===== src/rtl/ex_stage_unit.sv =====
// Execute stage of the 5-stage ARM pipeline: Val2 generation, ALU, branch target,
// NZCV status register and the registered EX/MEM boundary.
module ex_stage_unit #(
    parameter int WORD_WIDTH            = 32,
    parameter int REG_FILE_DEPTH        = 4,
    parameter int SIGNED_IMM_WIDTH      = 24,
    parameter int SHIFTER_OPERAND_WIDTH = 12
) (
    input  logic                             clk,
    input  logic                             rst,
    input  logic                             freeze,
    input  logic                             MEM_R_EN_in,
    input  logic                             MEM_W_EN_in,
    input  logic                             WB_EN_in,
    input  logic                             Imm_in,
    input  logic                             B_in,
    input  logic                             S_in,
    input  logic [3:0]                       EX_CMD_in,
    input  logic [REG_FILE_DEPTH-1:0]        Dest_in,
    input  logic [SIGNED_IMM_WIDTH-1:0]      signed_immediate_in,
    input  logic [SHIFTER_OPERAND_WIDTH-1:0] shifter_operand_in,
    input  logic [WORD_WIDTH-1:0]            PC_in,
    input  logic [WORD_WIDTH-1:0]            Val_Rn_in,
    input  logic [WORD_WIDTH-1:0]            Val_Rm_in,
    output logic                             Br_taken,
    output logic [WORD_WIDTH-1:0]            Br_addr,
    output logic [3:0]                       status_reg,
    output logic [WORD_WIDTH-1:0]            ALU_Res_out,
    output logic [WORD_WIDTH-1:0]            Val_Rm_out,
    output logic [REG_FILE_DEPTH-1:0]        Dest_out,
    output logic                             WB_EN_out,
    output logic                             MEM_R_EN_out,
    output logic                             MEM_W_EN_out
);

    localparam int MSB = WORD_WIDTH - 1;

    typedef enum logic [3:0] {
        CMD_MOV = 4'b0001,
        CMD_ADD = 4'b0010,
        CMD_ADC = 4'b0011,
        CMD_SUB = 4'b0100,
        CMD_SBC = 4'b0101,
        CMD_AND = 4'b0110,
        CMD_ORR = 4'b0111,
        CMD_EOR = 4'b1000,
        CMD_MVN = 4'b1001
    } alu_cmd_e;

    // ---------------- Val2 generation ----------------
    logic [4:0]              rot_amt;
    logic [4:0]              shift_imm;
    logic [1:0]              shift_type;
    logic [WORD_WIDTH-1:0]   imm_ext;
    logic [2*WORD_WIDTH-1:0] imm_dbl;
    logic [2*WORD_WIDTH-1:0] rm_dbl;
    logic [WORD_WIDTH-1:0]   imm_rot;
    logic [WORD_WIDTH-1:0]   rm_shift;
    logic [WORD_WIDTH-1:0]   val2;

    assign rot_amt    = {shifter_operand_in[11:8], 1'b0};
    assign shift_imm  = shifter_operand_in[11:7];
    assign shift_type = shifter_operand_in[6:5];
    assign imm_ext    = WORD_WIDTH'(shifter_operand_in[7:0]);

    // Rotates are taken from the low half of a doubled word shifted right.
    assign imm_dbl = {imm_ext, imm_ext} >> rot_amt;
    assign rm_dbl  = {Val_Rm_in, Val_Rm_in} >> shift_imm;
    assign imm_rot = imm_dbl[MSB:0];

    always_comb begin
        rm_shift = Val_Rm_in;
        case (shift_type)
            2'b00:   rm_shift = Val_Rm_in << shift_imm;
            2'b01:   rm_shift = Val_Rm_in >> shift_imm;
            2'b10:   rm_shift = WORD_WIDTH'($signed(Val_Rm_in) >>> shift_imm);
            default: rm_shift = rm_dbl[MSB:0];
        endcase
    end

    // Load/store offsets are a plain 12-bit immediate, even when Imm_in is set.
    always_comb begin
        if (MEM_R_EN_in || MEM_W_EN_in)
            val2 = WORD_WIDTH'(shifter_operand_in);
        else if (Imm_in)
            val2 = imm_rot;
        else
            val2 = rm_shift;
    end

    // ---------------- ALU ----------------
    logic                  c_in;
    logic [WORD_WIDTH:0]   sum;
    logic [WORD_WIDTH-1:0] alu_res;
    logic                  flag_c;
    logic                  flag_v;
    logic                  flags_upd;
    logic [3:0]            nzcv_next;

    assign c_in = status_reg[1];

    always_comb begin
        sum       = '0;
        alu_res   = '0;
        flag_c    = status_reg[1];
        flag_v    = status_reg[0];
        flags_upd = 1'b1;
        case (EX_CMD_in)
            CMD_MOV: alu_res = val2;
            CMD_MVN: alu_res = ~val2;
            CMD_AND: alu_res = Val_Rn_in & val2;
            CMD_ORR: alu_res = Val_Rn_in | val2;
            CMD_EOR: alu_res = Val_Rn_in ^ val2;
            CMD_ADD, CMD_ADC: begin
                sum = {1'b0, Val_Rn_in} + {1'b0, val2}
                    + (WORD_WIDTH+1)'(EX_CMD_in == CMD_ADC ? c_in : 1'b0);
                alu_res = sum[MSB:0];
                flag_c  = sum[WORD_WIDTH];
                flag_v  = (Val_Rn_in[MSB] == val2[MSB]) && (alu_res[MSB] != Val_Rn_in[MSB]);
            end
            CMD_SUB, CMD_SBC: begin
                // Rn - Val2 - !C == Rn + ~Val2 + C, so the carry-out is the no-borrow flag.
                sum = {1'b0, Val_Rn_in} + {1'b0, ~val2}
                    + (WORD_WIDTH+1)'(EX_CMD_in == CMD_SBC ? c_in : 1'b1);
                alu_res = sum[MSB:0];
                flag_c  = sum[WORD_WIDTH];
                flag_v  = (Val_Rn_in[MSB] != val2[MSB]) && (alu_res[MSB] != Val_Rn_in[MSB]);
            end
            default: flags_upd = 1'b0;
        endcase
    end

    assign nzcv_next = flags_upd ? {alu_res[MSB], (alu_res == '0), flag_c, flag_v}
                                 : status_reg;

    // ---------------- Branch target ----------------
    logic [WORD_WIDTH-1:0] br_offset;

    assign br_offset = {{(WORD_WIDTH-SIGNED_IMM_WIDTH-2){signed_immediate_in[SIGNED_IMM_WIDTH-1]}},
                        signed_immediate_in, 2'b00};
    assign Br_taken  = B_in;
    assign Br_addr   = PC_in + br_offset;

    // ---------------- Status and EX/MEM registers ----------------
    always_ff @(posedge clk or negedge rst) begin
        if (!rst) begin
            status_reg   <= '0;
            ALU_Res_out  <= '0;
            Val_Rm_out   <= '0;
            Dest_out     <= '0;
            WB_EN_out    <= 1'b0;
            MEM_R_EN_out <= 1'b0;
            MEM_W_EN_out <= 1'b0;
        end else if (!freeze) begin
            if (S_in)
                status_reg <= nzcv_next;
            ALU_Res_out  <= alu_res;
            Val_Rm_out   <= Val_Rm_in;
            Dest_out     <= Dest_in;
            WB_EN_out    <= WB_EN_in;
            MEM_R_EN_out <= MEM_R_EN_in;
            MEM_W_EN_out <= MEM_W_EN_in;
        end
    end

endmodule


===== config.mk =====
export PLATFORM = sky130hd
export DESIGN_NAME = ex_stage_unit
export DESIGN_NICKNAME = d
export VERILOG_FILES = /design/src/rtl/ex_stage_unit.sv
export SDC_FILE = /design/constraint.sdc
export NUM_CORES = 1
export LEC_CHECK = 0
export BUFFER_PORTS_ARGS = -buffer_cell sky130_fd_sc_hd__buf_4
export CAP_MARGIN = 10
export CORE_UTILIZATION = 55
export DETAILED_ROUTE_END_ITERATION = 16
export PLACE_DENSITY_LB_ADDON = 0.08
export REMOVE_ABC_BUFFERS = 1
export SETUP_SLACK_MARGIN = 0.3
export SKIP_CTS_REPAIR_TIMING = 1
export SYNTH_ARGS = -nofsm -noshare
export SYNTH_HDL_FRONTEND = slang
export SYNTH_SLANG_ARGS = --single-unit

===== constraint.sdc =====
create_clock -name clk -period 10.1 [get_ports clk]
set_input_delay 2.02 -clock clk [delete_from_list [all_inputs] [get_ports clk]]
set_output_delay 2.02 -clock clk [all_outputs]
set_load 0.02 [all_outputs]

---- After elaboration in Yosys (flattened, before gate mapping) ----
Index checks and enable logic that the tools add are counted.
Widths: inputs -> output; s select.
storage, ports and cells
  logic and storage cells ................. 58
  memories kept ........................... 0
  flip-flop bits (word level) ............. 75
  input bits .............................. 149
  bits in writable memories ............... 0
  memory bits (read-only) ................. 0
  output and inout port bits .............. 108
  bits in latches ......................... 0
cells by class
  reductions and logical operators ........ 11
  add/sub/neg operators ................... 5
  mux-type cells .......................... 9
  bitwise logic cells ..................... 5
  shift-type cells ........................ 5
  div/mod/pow operators ................... 0
  equality and inequality tests ........... 15
  order comparisons ....................... 0
  multiply operators ...................... 0
operators by type and width
  kind                number
  $pmux 32 s7         1
  $pmux 32 s3         1
  $add 32x32->33      2
  $add 33x1->33       2
  $mux 32             2
  $shr 64x5->32       1
  $shr 40x5->32       1
  $add 32x32->32      1
  $and 32x32->32      1
  $logic_not 32->1    1
  $not 32->32         1
  $or 32x32->32       1
  $shl 32x5->32       1
  $shr 32x5->32       1
  $sshr 32x5->32      1
  $xor 32x32->32      1
  $eq 4x3->1 const B  4
  $reduce_or 9->1     1
  $eq 4x2->1 const B  2
  $eq 4x4->1 const B  2
  $eq 4x1->1 const B  1
  $pmux 1 s2          2
  $reduce_and 4->1    1
  $reduce_or 2->1     2
  other kinds (11)    16

---- Logic depth before layout (Yosys ltp) ----
  depth in word-level cells ............... 10
  mapped depth ............................ 27

---- Least setup slack after synthesis ----
No wires, ideal clock.
  kind .................................... input port to flip-flop
  start point ............................. input shifter_operand_in[7]
  end point ............................... register status_reg[2]
  arrival time ............................ 7095 ps
  data required time ...................... 10034 ps
  cell stages on the path ................. 25
  library setup time ...................... 66 ps
  buffers on the path ..................... 6
  path slack .............................. 2939 ps
  cell sequence ........................... buf_6 buf_12 buf_12 buf_12 buf_6 mux4_2 mux2i_1 nor3_1 nor4_1 o21ai_1 o21ai_0 ha_1 buf_2 inv_1 a2111oi_0 a211oi_1 or2_2 o31ai_1 o31ai_1 a221oi_1 xnor2_1 o221ai_1 nor4bb_1 nand4_1 nand2_1
on the way
  cells in the longest elaborated chain, start to end .. 9
  elaborated cells on any way between the ends .. 18
  those cells by class .................... add/sub (4); shift (5); mux (4); bitwise (4); reduce/logical (1)
ends and longest elaborated chain
  item                                   line      RTL
  from (decl)                            21        input logic [SHIFTER_OPERAND_WIDTH-1:0] shifter_operand_in,
  $shr 64x5->32 (tied with other cells)  68        assign rm_dbl = {Val_Rm_in, Val_Rm_in} >> shift_imm;
  $pmux 32 s3                            73        case (shift_type)
  $mux 32                                85        else if (Imm_in)
  $mux 32 *                              83        if (MEM_R_EN_in || MEM_W_EN_in)
  $not 32->32                            110, 123
  $add 32x32->33                         123       sum = {1'b0, Val_Rn_in} + {1'b0, ~val2}
  $add 33x1->33                          124       + (WORD_WIDTH+1)'(EX_CMD_in == CMD_SBC ? c_in : 1'b1);
  $pmux 32 s7 *                          108       case (EX_CMD_in)
  $logic_not 32->1 *                     133       assign nzcv_next = flags_upd ? {alu_res[MSB], (alu_res == '0), flag_c, flag_v}
  to (signal assigned)                   156       status_reg <= nzcv_next;
  to (decl)                              27        output logic [3:0] status_reg,
Every way passes the cells marked *; elsewhere a longest branch is shown, timed or not.
A chain may end at the register's enable or synchronous reset.

---- Worst setup path in the final report ----
Same ends and word-level chain as after synthesis.

==> impl_metrics.json <==
{
  "die_area_um2": 30100,
  "diodes": 0,
  "cts_max_level": 3,
  "hp-class": "reg2reg",
  "synth_cells": 2061,
  "critPathTopFamily": "compound AO/OA/AOI/OAI gates",
  "final_nets": 2461,
  "die_h_um": 174,
  "drive_gt1_frac": 0.221,
  "fmax_mhz": 113,
  "clkTransAtPathRegs_ps": 70,
  "critPathSlowestCell": "a2111oi_0",
  "worstSetupPathType": "in2reg",
  "r2r_cells": 14,
  "syn2layout_area_growth_pct": 12.9,
  "antenna_found_initial": 0,
  "ys.flop_type": "dfrtp_1",
  "netlist_area_um2": 16200,
  "finalCritPeriodShare": 0.874,
  "port_buffers": 250,
  "viasPerCell": 7.27,
  "initial_utilization": 0.561,
  "cts_tree": "yes",
  "wire_per_inst_um": 27.4,
  "rows": 62,
  "die_x_um": 174,
  "worstSkewPairLatency_ps": 370,
  "hold_ws_ps": 484,
  "dp.final_hpwl_mm": 52.0,
  "setup_violations": 0,
  "critPathMaxStageDelay_ps": 920,
  "root_buffer": "clkbuf_16",
  "synth_seq_area_share": 0.116,
  "drt-initial-drc-count": 2609,
  "fin_crit_ps": 8830,
  "worst_pin_slew_ps": 1130,
  "ant_nets": 0,
  "path_depth": 20,
  "synth-seq-cells": 75,
  "cp_max_fo": 40,
  "top_level_ports": 257,
  "firstDrtPassIters": 10,
  "routabilityCongestion": 1.09,
  "finalNonFillerCells": 2570,
  "p_leak_nw": 8.06,
  "post-place-cells": 2555,
  "grt_pass1_wl_mm": 107,
  "slew_headroom": 0.244,
  "yosys_warnings": 0,
  "power.density_nw_per_um2": 101,
  "crit_buf_inv": 2,
  "skew_ps": 7.59,
  "grt_use_total": 0.458,
  "overflow": 0,
  "clk_path_buf_depth": 2,
  "setup_tns_ps": 0,
  "route.vias.total": 18700,
  "max-vdd-ir-drop_uv": 79.9,
  "synth_cell_types": 102,
  "worstHoldPathCells": 2,
  "cap_viol_max_count": 0,
  "finalMaxSlewViolations": 0,
  "status": "complete, no violations",
  "required_ps": 10410,
  "grt_max_degree": 76,
  "synth.avg_cell_area_um2": 7.86,
  "synth_edf_count": 0,
  "reg.largest.list": "ALU_Res_out x32, Val_Rm_out x32",
  "total_power_mw": 1.84,
  "endpoint_kind": "flop",
  "cp_cell_sequence": "buf_4 -> buf_4 -> mux4_1 -> mux2_2 -> a311oi_1 -> nor4_1 -> nor3_2 -> ha_1 -> nor2b_1 -> o21ai_0 -> nor4_1 -> a211oi_1 -> a2111oi_0 -> a2111oi_0 -> o211ai_1 -> a211o_1 -> nor2_1 -> nor4bb_1 -> nand4_1 -> nand2_1",
  "dpl_cell_area_um2": 18000,
  "hold_viol": 0,
  "drc": 0,
  "cts.sinks": 75,
  "coreArea_um2": 28900,
  "wirelength_mm": 70.5,
  "grt_pass1_vias": 17800,
  "cts_made_buffers": 9,
  "fin_area_um2": 18300,
  "async_reset_ff_frac": 1.00,
  "rsz0062_at_grt": "false",
  "cp-start-kind": "input port",
  "crit_arrival_ps": 9140
}
## area by class of cell
cell class,instances,area (µm²)
clock inverter,4,50.0
timing repair buffer,283,2120
sequential,75,1880
tap,384,480
clock buffer,11,253
fill,2560,10600
inverter,113,424
multi-input combinational,1700,13100
## synthesized netlist by cell type (57+ instances only)
master | count | area (µm²)
nor2_1 | 171 | 642
nand2_1 | 153 | 574
a21oi_1 | 140 | 701
o21ai_0 | 130 | 651
ha_1 | 125 | 1560
clkbuf_1 | 109 | 409
inv_1 | 109 | 409
mux2i_1 | 76 | 761
dfrtp_1 | 75 | 1880
mux2_2 | 64 | 721
mux4_2 | 59 | 1330
nand3_1 | 57 | 285
nor3_1 | 57 | 285
## logic make-up (layout without fill, tap and decap cells)
logic type	after synthesis	after routing	share of synthesized area
buf+inv	286	411	0.0798
mux	226	226	0.203
fa+ha+maj	130	130	0.103
flops	75	75	0.116
xor+xnor	34	34	0.0184
simple gates	616	616	0.184
compound gates	694	694	0.296
## stage by stage
| step | util | setup WS (ps) |
|---|---|---|
| after floorplan | - | 2480 |
| after global placement | 0.623 | 1070 |
| after detailed placement | 0.623 | 1170 |
| after CTS | 0.633 | 1510 |
| after global routing | 0.633 | 902 |
| final | 0.633 | 1270 |
## worst register-to-register path, stage by stage, from the launching register on
cell and delay (ps):
dfrtp_1 510, nor3_1 370, fa_1 290, nor2_1 80, o311a_1 340, o211a_1 280, o2111ai_1 490, a2111oi_0 290
a2111oi_0 920, o211ai_1 150, a211o_1 340, nor2_1 90, nor4bb_1 470, nand4_1 140, nand2_1 90
## power by group
group / internal (mW) / total, mW / switching [mW]
clock: 0.204 / 0.361 / 0.158
combinational: 0.435 / 1.12 / 0.685
sequential: 0.336 / 0.358 / 0.0224
total: 0.974 / 1.84 / 0.865
## path summary, 6_finish.rpt
path	start	to	slack [ps]
max in group asynchronous	rst	ALU_Res_out[13]$_DFFE_PN0N_	7560
max reg2reg	status_reg[1]$_DFFE_PN0P_	status_reg[2]$_DFFE_PN0P_	5190
min	ALU_Res_out[22]$_DFFE_PN0N_	ALU_Res_out[22]$_DFFE_PN0N_	480
max	shifter_operand_in[7]	status_reg[2]$_DFFE_PN0P_	1270
min in group asynchronous	rst	Val_Rm_out[22]$_DFFE_PN0N_	1840
min reg2reg	ALU_Res_out[22]$_DFFE_PN0N_	ALU_Res_out[22]$_DFFE_PN0N_	480
## layer usage
layer / track usage / part of all wire / vias to the layer above
li1: - / - / 8071
met1: 0.561 / 0.37 / 8816
met2: 0.708 / 0.44 / 1434
met3: 0.119 / 0.12 / 355
met4: 0.308 / 0.078 / 0
met5: 0 / 0 / -
## cells in the final DEF, fill, tap and decap left out, drive strengths merged, types with 17 or more instances in the layout
cell    count
nor2b      25
nand2b     28
o211ai     32
ha        125
nand4      19
a22o       19
nor2      171
a211oi     32
xnor2      28
nor4       24
nor3       58
mux2       82
o221ai     21
nand3      58
buf       283
nand2     153
o21a       17
o21ai     140
a22oi      19
inv       112
mux4       68
a31oi      31
dfrtp      75
a21oi     141
mux2i      76
a21o       37
o22ai      23
and3       21
No activity file was read; power rests on OpenSTA's default activity.
